$ cat src/rtl/match_pkg.sv
// Shared types and constants for the compression matching-stage front end.
package match_pkg;

  typedef enum logic [2:0] {
    IDLE  = 3'd0,
    CLEAR = 3'd1,
    RUN   = 3'd2,
    DRAIN = 3'd3,
    DONE  = 3'd4
  } seq_state_t;

  localparam int WORD_W         = 32;
  localparam int DEF_DICT_ENTRY = 16;
  localparam int PAGE_BEATS     = 512;

endpackage

$ cat src/rtl/match_stage_sequencer.sv
// Front-end sequencer: flushes the dictionary, then passes page-buffer beats
// through a one-entry output register while framing the block for the encoder.
module match_stage_sequencer
  import match_pkg::*;
#(
  parameter int WIDTH       = 2 * WORD_W,
  parameter int DICT_ENTRY  = DEF_DICT_ENTRY,
  parameter int BLOCK_BEATS = PAGE_BEATS,
  parameter int CNT_W       = 16
) (
  input  logic             i_clk,
  input  logic             i_reset,
  input  logic             i_start,
  input  logic             i_in_valid,
  input  logic [WIDTH-1:0] i_in_word,
  input  logic             i_in_last,
  output logic             o_in_ready,
  output logic [WIDTH-1:0] o_word,
  output logic             o_dict_wr_en,
  output logic             o_out_valid,
  input  logic             i_out_ready,
  output logic             o_out_first,
  output logic             o_out_last,
  output logic             o_clear_active,
  output logic [CNT_W-1:0] o_beat_cnt,
  output logic             o_busy,
  output logic             o_done,
  output logic             o_err_short,
  output seq_state_t       o_state
);

  // Handshakes: a beat moves upstream->register when i_in_valid && o_in_ready,
  // and register->encoder when o_out_valid && i_out_ready, both at the rising edge.

  localparam int CLR_CYC = DICT_ENTRY / 2;
  localparam int CLR_W   = (CLR_CYC > 1) ? $clog2(CLR_CYC) : 1;
  localparam logic [CLR_W-1:0] CLR_LAST  = CLR_W'(CLR_CYC - 1);
  localparam logic [CNT_W-1:0] BEAT_LAST = CNT_W'(BLOCK_BEATS - 1);

  seq_state_t       state_q, state_d;
  logic [CLR_W-1:0] clr_q, clr_d;
  logic [CNT_W-1:0] cnt_q, cnt_d;
  logic             err_q, err_d;
  logic             v_q, v_d;
  logic [WIDTH-1:0] word_q, word_d;
  logic             first_q, first_d;
  logic             last_q, last_d;

  logic in_ready;
  logic accept;
  logic consume;
  logic is_last;

  always_comb begin
    state_d  = state_q;
    clr_d    = clr_q;
    cnt_d    = cnt_q;
    err_d    = err_q;
    v_d      = v_q;
    word_d   = word_q;
    first_d  = first_q;
    last_d   = last_q;
    in_ready = 1'b0;

    case (state_q)
      IDLE: begin
        if (i_start) begin
          state_d = CLEAR;
          clr_d   = '0;
          cnt_d   = '0;
          err_d   = 1'b0;
          word_d  = '0;
        end
      end
      CLEAR: begin
        clr_d = clr_q + 1'b1;
        if (clr_q == CLR_LAST) state_d = RUN;
      end
      RUN:     in_ready = !v_q || i_out_ready;
      DRAIN:   ;
      DONE:    state_d = IDLE;
      default: state_d = IDLE;
    endcase

    // Only RUN and DRAIN ever hold V=1, so consume is naturally confined there.
    consume = v_q && i_out_ready;
    accept  = i_in_valid && in_ready;
    is_last = accept && ((cnt_q == BEAT_LAST) || i_in_last);

    if (consume) begin
      v_d     = 1'b0;
      first_d = 1'b0;
      last_d  = 1'b0;
      if (state_q == DRAIN) state_d = DONE;
    end

    // A fresh accept overrides the consume clear in the same cycle.
    if (accept) begin
      word_d  = i_in_word;
      v_d     = 1'b1;
      first_d = (cnt_q == '0);
      last_d  = is_last;
      cnt_d   = cnt_q + 1'b1;
      if (is_last) begin
        state_d = DRAIN;
        if (cnt_q != BEAT_LAST) err_d = 1'b1;
      end
    end
  end

  always_ff @(posedge i_clk) begin
    if (!i_reset) begin
      state_q <= IDLE;
      clr_q   <= '0;
      cnt_q   <= '0;
      err_q   <= 1'b0;
      v_q     <= 1'b0;
      word_q  <= '0;
      first_q <= 1'b0;
      last_q  <= 1'b0;
    end else begin
      state_q <= state_d;
      clr_q   <= clr_d;
      cnt_q   <= cnt_d;
      err_q   <= err_d;
      v_q     <= v_d;
      word_q  <= word_d;
      first_q <= first_d;
      last_q  <= last_d;
    end
  end

  assign o_in_ready     = in_ready;
  assign o_word         = word_q;
  assign o_dict_wr_en   = (state_q == CLEAR) || consume;
  assign o_out_valid    = v_q;
  assign o_out_first    = first_q;
  assign o_out_last     = last_q;
  assign o_clear_active = (state_q == CLEAR);
  assign o_beat_cnt     = cnt_q;
  assign o_busy         = (state_q != IDLE);
  assign o_done         = (state_q == DONE);
  assign o_err_short    = err_q;
  assign o_state        = state_q;

endmodule
$ cat config.mk
export PLATFORM = sky130hd
export DESIGN_NAME = match_stage_sequencer
export DESIGN_NICKNAME = d
export VERILOG_FILES = /design/src/rtl/match_pkg.sv /design/src/rtl/match_stage_sequencer.sv
export SDC_FILE = /design/constraint.sdc
export NUM_CORES = 1
export LEC_CHECK = 0
export CELL_PAD_IN_SITES_DETAIL_PLACEMENT = 1
export CELL_PAD_IN_SITES_GLOBAL_PLACEMENT = 2
export CORE_AREA = 3 3 106 118
export DETAILED_ROUTE_END_ITERATION = 10
export DIE_AREA = 0 0 109 121
export DONT_BUFFER_PORTS = 1
export GPL_TIMING_DRIVEN = 1
export PLACE_DENSITY = 0.81
export SLEW_MARGIN = 20
export SYNTH_ARGS = -nofsm -noshare
export SYNTH_HDL_FRONTEND = slang
export SYNTH_SLANG_ARGS = --single-unit
$ cat constraint.sdc
create_clock -name i_clk -period 2.3 [get_ports i_clk]
set_input_delay 0.23 -clock i_clk [delete_from_list [all_inputs] [get_ports i_clk]]
set_output_delay 0.23 -clock i_clk [all_outputs]
set_load 0.02 [all_outputs]
Yosys cells after proc, flatten, opt, wreduce, memory -nomap -nowiden
Index checks and enable logic that the tools add are counted.
{"block": "totals", "regBits": 90, "inputBits": 70, "elab_cells": 60}
{"block": "classes", "addsub": 2, "eq_ne": 8, "mux": 25, "n_reduce_logical": 17}
{"cell": "$mux 64", "count": 3}
{"cell": "$mux 16", "count": 3}
{"cell": "$mux 3", "count": 7}
{"cell": "$add 16x1->16 const B", "count": 1}
{"cell": "$eq 16x9->1 const B", "count": 1}
{"cell": "$logic_not 16->1", "count": 1}
{"cell": "$ne 16x9->1 const B", "count": 1}
{"cell": "$mux 1", "count": 10}
{"cell": "$pmux 3 s3", "count": 1}
{"cell": "$reduce_bool 2->1", "count": 4}
{"cell": "$eq 3x2->1 const B", "count": 2}
{"cell": "$eq 3x3->1 const B", "count": 2}
{"cell": "$pmux 3 s2", "count": 1}
{"cell": "$reduce_and 2->1", "count": 2}
{"cell": "$add 3x1->3 const B", "count": 1}
{"cell": "$eq 3x1->1 const B", "count": 1}
{"cell": "$logic_and 1x1->1", "count": 3}
{"cell": "$logic_not 3->1", "count": 1}
{"cell": "$logic_or 1x1->1", "count": 3}
{"cell": "$reduce_bool 3->1", "count": 1}
{"cell": "$ne 2x2->1 const B", "count": 1}
{"cell": "$reduce_or 2->1", "count": 1}
{"cell": "$logic_not 1->1", "count": 1}

Longest topological paths before layout
Gate-level depths: netlist of the first run.
{"block": "depth", "ltp_word": 7, "ltp_mapped": 8, "mapped_depth_nobuf": 6}

Worst setup path after synthesis of the first run
Ideal clock, no wire load.
{"block": "synth_timing", "path_type": "reg2out", "from": "reg v_q, in the netlist o_out_valid", "to": "out o_in_ready", "t_arrival_ns": 1.843, "required_ns": 2.070, "path_slack_ns": 0.227, "stages_incl_launch_ff": 6, "n_path_buf": 3, "cell_sequence": "dfxtp_1 nor2b_1 clkbuf_1 clkbuf_1 buf_1 nor4b_1"}
{"block": "synth_between", "elab_chain_cells": 3}
{"element": "start: declaration", "line": "match_stage_sequencer.sv:44", "text": "logic v_q, v_d;"}
{"element": "start signal: assignment", "line": "match_stage_sequencer.sv:126", "text": "v_q <= v_d;"}
{"element": "$logic_not 1->1", "line": "match_stage_sequencer.sv:79", "text": "RUN: in_ready = !v_q || i_out_ready;"}
{"element": "$logic_or 1x1->1", "line": "match_stage_sequencer.sv:79"}
{"element": "$mux 1", "line": "match_stage_sequencer.sv:65", "text": "case (state_q)"}
{"element": "end: declaration", "line": "match_stage_sequencer.sv:17", "text": "output logic o_in_ready,"}
Every way passes these cells.

Worst setup path in the final report of the first run
Ends and elaborated chain as after synthesis.

==> impl_metrics.env, run 1 <==
export IMPL_tightestPinTransition_ns=0.772
export IMPL_gp_congestion=0.760
export IMPL_maxCapViolCount=0
export IMPL_clock_root_buffer="clkbuf_16"
export IMPL_drt_iter0_drc=179
export IMPL_worstPathRequired_ns=2.07
export IMPL_synth_top_area_share_pct=45.6
export IMPL_vias=3497
export IMPL_drive_gt1_share_pct=10.2
export IMPL_antenna_found_initial=0
export IMPL_relSlewSlack_pct=48.4
export IMPL_rsz0062_at_grt="false"
export IMPL_hold_ws_ns=0.0290
export IMPL_period_share_pct=85.8
export IMPL_cts_max_path_buffers=2
export IMPL_r2r_start="o_state[1]$_SDFF_PN0_"
export IMPL_startpoint_type="register"
export IMPL_grt_pass1_vias=3594
export IMPL_synth_area_leader_cell="dfxtp_1"
export IMPL_synth_area_top_cells="dfxtp_1 (46%), nor3b_1 (12%), a31oi_1 (10%), nor2_1 (7.2%), clkbuf_1 (3.4%)"
export IMPL_crit_path_frequent_cell="buf_4"
export IMPL_tns_ns=0
export IMPL_worstRegToRegCells=4
export IMPL_worstPathCellList="nor2b_4 -> buf_4 -> buf_4 -> nor4b_1 -> buf_4"
export IMPL_endpoint_kind="primary output"
export IMPL_synth_most_common_cell="dfxtp_1"
export IMPL_dr_pass1_iters=4
export IMPL_critical_path_max_stage_delay_ns=0.35
export IMPL_min_path_cells=1
export IMPL_ys_warn_count=0
export IMPL_cts_resized=0
export IMPL_synth_area_mm2=0.00395
export IMPL_crit_buf_inv=3
export IMPL_cts_setup_buffers=0
export IMPL_cts_tree="built"
export IMPL_crit_path_top_delay_cell="buf_4"
export IMPL_synth_edf_count=0
export IMPL_period_minus_slack_ns=1.97
export IMPL_portBuffers=0
export IMPL_syn_mean_instance_area_um2=8.60
export IMPL_ys_flop_type="dfxtp_1"
export IMPL_r2r_end="o_word[56]$_SDFFE_PN0P_"
export IMPL_cts_htree_levels=3
export IMPL_reg2reg_slack_ns=0.34
export IMPL_run_status="completed"
export IMPL_min_path_type="in -> reg"
export IMPL_cts_num_sinks=90
export IMPL_initial_core_util_pct=34.5
export IMPL_drt_vias_per_instance=5.82
export IMPL_boundaryPins=162
export IMPL_syn_nets=533
export IMPL_die_y_um=121
export IMPL_path_class="reg -> out"
export IMPL_async_reset_ff_share_pct=0
export IMPL_die_area_mm2=0.0132
export IMPL_cp_max_fo=27
export IMPL_synth_distinct_cells=48
export IMPL_die_x_um=109
export IMPL_grt_max_degree=42
export IMPL_setup_viol=0
export IMPL_clk_latency_ns=0.33
export IMPL_fin_nets=520
export IMPL_cts_hold_buf=0
export IMPL_p_per_area_mw_per_mm2=726
export IMPL_dp_hpwl_mm=8.52
export IMPL_area_growth_syn_to_layout_pct=12.4
export IMPL_rows=41
export IMPL_grt_pass1_wl_mm=19.3
export IMPL_synth_sequential_area_ratio_pct=45.6
export IMPL_totalWireLength_mm=12.2
export IMPL_postSynthCellCount=459
export IMPL_synth_seq_cells=90
export IMPL_total_power_mw=3.22
export IMPL_synth_commonest_cells="dfxtp_1 (90), nor2_1 (76), a31oi_1 (65), nor3b_1 (65), clkbuf_1 (36)"
export IMPL_cts_buffers=9
export IMPL_crit_end="o_in_ready"
export IMPL_ant_nets=0
export IMPL_drv_slew=0
export IMPL_clkTransAtPathRegs_ns=0.06
export IMPL_clock_fmax_mhz=507
export IMPL_cpLargestDelayFamily="buffers and inverters"
export IMPL_p_leak_nw=1.52
export IMPL_avgRoutedWirePerCell_um=20.4
export IMPL_finClkSkew_ns=0.00525
export IMPL_hold_viol=0
export IMPL_irDropWorstVdd_uv=333
export IMPL_core_area_mm2=0.0114
export IMPL_gr_total_overflow=0
export IMPL_track_usage_pct=18.4
export IMPL_startpoint="o_out_valid$_SDFFE_PN0P_"
export IMPL_critPathArrivalTime_ns=1.74
export IMPL_drc=0
export IMPL_cp_depth=5
## cells in the final DEF (no fill, tap or decap), types with 3 or more instances in the layout
master / n
mux2i_1: 5
nor4b_1: 3
nand2_1: 14
clkinv_2: 3
clkbuf_16: 9
nor4_1: 5
or3_1: 3
nor3b_1: 65
a31oi_1: 65
nor2_1: 76
buf_4: 25
and3_1: 3
nand2b_1: 4
inv_1: 5
nand4_1: 6
dfxtp_1: 90
a21oi_1: 9
nand3_1: 13
ha_1: 4
nor3_1: 5
## state kept, by name (all words and copies together), names as in the netlist
register and count:
o_word 64, o_out_last 1, o_out_first 1, o_beat_cnt 16, o_err_short 1, o_out_valid 1, clr_q 3, o_state 3
## per-stage QoR
step	cells	cell area, um^2	worst slack (ns)	util, %
2_1_floorplan	459	3950	0.227	-
3_3_place_gp	585	4130	0.426	36.1
3_5_place_dp	585	4130	0.338	36.1
4_1_cts	600	4430	0.306	38.8
5_1_grt	600	4430	0.193	38.8
6_report	601	4440	0.326	38.8
## metal layers
layer	wire length (um)	global-route usage [%]	share of wire [%]
met4	297	7.66	2.4
met3	896	5.38	7.3
met5	0	0	0
met2	6040	30.9	49
met1	5010	21.9	41
## worst min-delay path by stage
stage | startpoint | end | slack [ns]
3_3_place_gp | i_reset | o_beat_cnt[8]$_SDFFE_PN0P_ | 0.37
2_1_floorplan | i_reset | o_beat_cnt[14]$_SDFFE_PN0P_ | 0.39
3_5_place_dp | i_reset | o_beat_cnt[8]$_SDFFE_PN0P_ | 0.37
4_1_cts | i_reset | o_beat_cnt[8]$_SDFFE_PN0P_ | 0.02
5_1_grt | i_reset | o_beat_cnt[8]$_SDFFE_PN0P_ | 0.02
6_report | i_reset | o_beat_cnt[8]$_SDFFE_PN0P_ | 0.03
## where the power goes
group / total (mW) / switching [mW] / internal, mW
Sequential: 1.56 / 0.00201 / 1.56
Clock: 1.54 / 0.604 / 0.940
Combinational: 0.112 / 0.0746 / 0.0370
## worst reg2reg max path: stages (launching register included)
cell	delay (ns)
dfxtp_1	0.30
or4b_2	0.84
buf_4	0.33
a31oi_1	0.28
nor2_1	0.06
## kinds of logic (layout without fill, tap and decap cells)
| kind of cell | Yosys count | in the layout | share of synthesized area [%] |
|---|---|---|---|
| xor+xnor | 2 | 2 | 0.444 |
| flops | 90 | 90 | 45.6 |
| compound gates | 96 | 96 | 16.0 |
| fa+ha+maj | 4 | 4 | 1.27 |
| simple gates | 207 | 207 | 29.6 |
| mux | 5 | 5 | 1.27 |
| buf+inv | 55 | 46 | 5.77 |
| other cells | 0 | 1 | 0 |
## final cells by class
cell class                      count  area (um^2)
Clock buffer                        9          225
Inverter                            6         22.5
Antenna cell                        1         2.50
Clock inverter                      6         82.6
Multi-Input combinational cell    314         1930
Sequential cell                    90         1800
Timing Repair Buffer               25          188
Fill cell                        1323         7000
Tap cell                          150          188
No activity file was read; power rests on OpenSTA's default activity.
==> run 2: changes to the inputs <==
--- a/config.mk
+++ b/config.mk
@@ -13,6 +13,7 @@
 export DONT_BUFFER_PORTS = 1
 export GPL_TIMING_DRIVEN = 1
 export PLACE_DENSITY = 0.81
+export SETUP_SLACK_MARGIN = 0.1
 export SLEW_MARGIN = 20
 export SYNTH_ARGS = -nofsm -noshare
 export SYNTH_HDL_FRONTEND = slang
==> results of run 2 <==
The final DEF is identical to that of run 1; final timing and power are the same.
==> RTL edit 1 (flow settings as in run 1) <==
Make the reset (`i_reset`) asynchronous in one clocked block.
--- a/src/rtl/match_stage_sequencer.sv
+++ b/src/rtl/match_stage_sequencer.sv
@@ -108,7 +108,7 @@
     end
   end
 
-  always_ff @(posedge i_clk) begin
+  always_ff @(posedge i_clk or negedge i_reset) begin
     if (!i_reset) begin
       state_q <= IDLE;
       clr_q   <= '0;
Behaviour: differs if i_reset is asserted again (counterexample within 4 cycles, from zero or initial values and one cycle with i_reset low); with i_reset held inactive, the same outputs for 10 cycles.
==> RTL edit 1 against run 1 <==
The run now ends with negative hold slack left. Sequential cell count stayed put. Area after synthesis is 1.6% lower. Critical path depth is 1 lower. Cell count is 4.7% higher. Worst setup slack better by 0.074 ns. Wire length is 6.8% lower. Final area is 11% higher. Global-route usage is 1.0 points lower. Non-clock buffer count is 46 higher.
Power is not compared: it rests on default switching activity, and its combinational part moved more than twofold at a synthesized area within 25%.
==> RTL edit 1: results <==
set metrics [dict create \
    synthFlopType "dfrtp_1" \
    postCtsHoldBufs 55 \
    nets 548 \
    ys_seq_area_share_pct 58.0 \
    grt_max_degree 91 \
    synth_cell_types 36 \
    grt_util_met2_pct 30.4 \
    holdWs_ns -0.417 \
    slowest_delay_ns 0.53 \
    vias_per_cell 5.24 \
    status "complete, but fails checks" \
    max-slew-margin-rel_pct 53.6 \
    wirelength_microns 11400 \
    grt.met3_usage_pct 4.52 \
    synth_common_cells "nand2_1 (151), dfrtp_1 (90), nand3_1 (73), buf_2 (19), mux2i_1 (11)" \
    gp_congestion 0.749 \
    ys_async_sr_fraction_pct 100 \
    post_drt_wl_per_cell_microns 18.1 \
    violations "negative hold slack" \
    layout-drive-gt1-share_pct 7.72 \
    hold_violations 90 \
    path_class "reg -> reg" \
    place_inst 558 \
    dpl_cell_area_sq_um 4070 \
    dr_wl_met2_microns 5750 \
    crit_arrival_ns 2.15 \
]
RTL edit 1: changes by cell type in the layout (fill, tap and decap cells not counted), moves of 7 or more:
cell	change
dfrtp_1	+90
buf_4	-10
dlygate4sd3_1	+55
a21oi_1	-7
nand3_1	+60
nor2_1	-68
nor3b_1	-64
dfxtp_1	-90
nand2_1	+137
a31oi_1	-64
RTL edit 1: cells by family after synthesis:
group / Yosys count / share of synthesized area [%]
and+or+nand+nor: 264 / 30.4
DFF: 90 / 58.0
buffers and inverters: 32 / 3.99
AOI/OAI and AO/OA: 17 / 2.96
muxes: 12 / 3.12
adders and majority gates: 4 / 1.29
xor gates and xnor gates: 1 / 0.225
RTL edit 1: worst reg2reg max path, delay by kind of cell (launching register included):
kind          cells  cell delay, ns
simple gates      3            1.12
flops             1            0.48
mux               1            0.22
RTL edit 1: cell type report:
cell class,count,area (sq um)
clock buffers,10,239
clock inverters,6,65.1
fillers,1301,6510
multi-input cells,298,1490
inverters,4,15.0
well taps,150,188
repair buffers,71,683
flip-flops and latches,90,2250
==> RTL edit 2 (flow settings as in run 1) <==
Without the edit above. The parameter `CNT_W` goes from 16 to 32.
--- a/src/rtl/match_stage_sequencer.sv
+++ b/src/rtl/match_stage_sequencer.sv
@@ -6,7 +6,7 @@
   parameter int WIDTH       = 2 * WORD_W,
   parameter int DICT_ENTRY  = DEF_DICT_ENTRY,
   parameter int BLOCK_BEATS = PAGE_BEATS,
-  parameter int CNT_W       = 16
+  parameter int CNT_W       = 32
 ) (
   input  logic             i_clk,
   input  logic             i_reset,
Interface: changed (resized o_beat_cnt); port bits go from 162 to 178. No check against the original RTL was run, so the function may have changed too.
==> RTL edit 2 against run 1 <==
Sequential cell count grew 16. Register-to-register slack lost 0.11 ns. Wire length grew 3.0%. Cell count grew 7.0%. Largest cell class is now sequential cells. Worst setup slack lost 0.099 ns. Synthesized cell count grew 3.1%. Hold slack lost 0.016 ns. Area after synthesis grew 9.8%. Total power grew 6.0%. Final area grew 12%. Global-route usage grew 0.51 points. Utilization grew 4.7 points. Clock power shrank 5%.
==> RTL edit 2: results <==
set metrics [dict create \
    pg_seq_w 0.00184 \
    synth.area.top_cells "dfxtp_1 (49%), a22oi_1 (11%), nor2_1 (4.8%), nor2b_1 (3.5%), nand3_1 (2.5%)" \
    postSynthNetCount 547 \
    clock_latency_ns 0.34 \
    nets 563 \
    met3_length_microns 920 \
    skew_ns 0.00561 \
    synthMuxAreaShare_pct 1.85 \
    syn_avg_cell_area_sq_um 9.16 \
    synth_common_cells "dfxtp_1 (106), a22oi_1 (65), nor2_1 (55), nand2_1 (24), nor2b_1 (24)" \
    max-slew-margin-rel_pct 66.9 \
    antennaDiodeCount 0 \
    synth_edf_count 0 \
    clk_pin_slew_worst_paths_ns 0.07 \
    power_frac_comb_pct 3.3 \
    synthXorXnorAreaFrac_pct 0.808 \
    cp_max_fo 8 \
    wirelength_met1_microns 5090 \
    grt_util_all_layers_pct 19.0 \
    num_vias 3656 \
    dp_hpwl_microns 9230 \
    status "finished, final reports clean" \
    p_int_w 0.00262 \
    ir_worst_vdd_v 0.000292 \
    cts_buffers 9 \
    cts_resized 0 \
    io_buffers 0 \
    reg2reg_depth 5 \
    grt_pass1_vias 3797 \
    layout-drive-gt1-share_pct 13.2 \
    dr_wl_met2_microns 6400 \
    grt_max_degree 69 \
    crit_arrival_ns 2.31 \
    final_cell_count_no_fill 643 \
    place_inst 628 \
    drt_iter0_markers 156 \
    nFillCells 1323 \
    gp_congestion 0.760 \
    dpl_cell_area_sq_um 4700 \
    cpLargestDelayFamily "simple AND/OR/NAND/NOR gates" \
    rrSetupSlack_ns 0.23 \
    slowest_delay_ns 0.71 \
    drt_pass1_iterations 4 \
    ys_seq_area_share_pct 49.0 \
    path_class "reg -> reg" \
    htree_num_levels 3 \
    slowest_stage "or4_1" \
    grt_pass1_wl_microns 19900 \
    regToRegEndpoint "o_beat_cnt[26]" \
    p_leak_nw 1.77 \
    wirelength_microns 12600 \
    r2r_start "o_beat_cnt[1]" \
    synth_compound_area_share_pct 19.3 \
    synth_fa_ha_area_share_pct 1.15 \
]
## RTL edit 2: changes by cell type after synthesis, moves of 13 or more
cell	run 1	this run
nor2b_1	1	24
dfxtp_1	90	106
a22oi_1	2	65
nor3b_1	65	1
nor2_1	76	55
a31oi_1	65	0
clkbuf_1	36	23
## RTL edit 2: per-stage QoR
step | power [W] | setup slack (ns) | utilization (%)
2_1_floorplan | 0.00197 | 0.0943 | -
3_3_place_gp | 0.00199 | 0.274 | 41.1
3_5_place_dp | 0.00200 | 0.207 | 41.1
4_1_cts | 0.00346 | 0.200 | 43.5
5_1_grt | 0.00355 | 0.0616 | 43.5
6_report | 0.00341 | 0.227 | 43.5
## RTL edit 2: kinds of logic (layout without fill, tap and decap cells)
group                    after synthesis  after routing
buffers and inverters                 43             63
AND/OR/NAND/NOR                      191            191
adder cells (fa/ha/maj)                4              4
multiplexers                           8              8
flip-flops                           106            106
XOR/XNOR                               4              4
AO/OA/AOI/OAI                        117            117
## RTL edit 2: how the worst min path moves through the flow
stage / endpoint / slack [ns] / cells after the start
floorplan: o_err_short / 0.38 / 2
detailed placement: o_beat_cnt[9] / 0.36 / 1
finish: o_beat_cnt[26] / 0.01 / 1
global placement: o_beat_cnt[12] / 0.36 / 1
CTS: o_beat_cnt[26] / 0.003 / 1
global route: o_beat_cnt[12] / 0.01 / 1
## RTL edit 2: layout make-up
class                           count  share of cell area, %
Clock buffer                        9                   4.53
Clock inverter                      6                   1.01
Inverter                           10                  0.755
Multi-Input combinational cell    324                   41.3
Sequential cell                   106                   42.7
Tap cell                          150                   3.77
Timing Repair Buffer               38                   5.99
## RTL edit 2: per-layer routing
layer,track usage [%],vias up
met5,0,-
met4,6.08,0
met3,5.85,14
met2,32.4,119
met1,22.4,1760
li1,-,1763
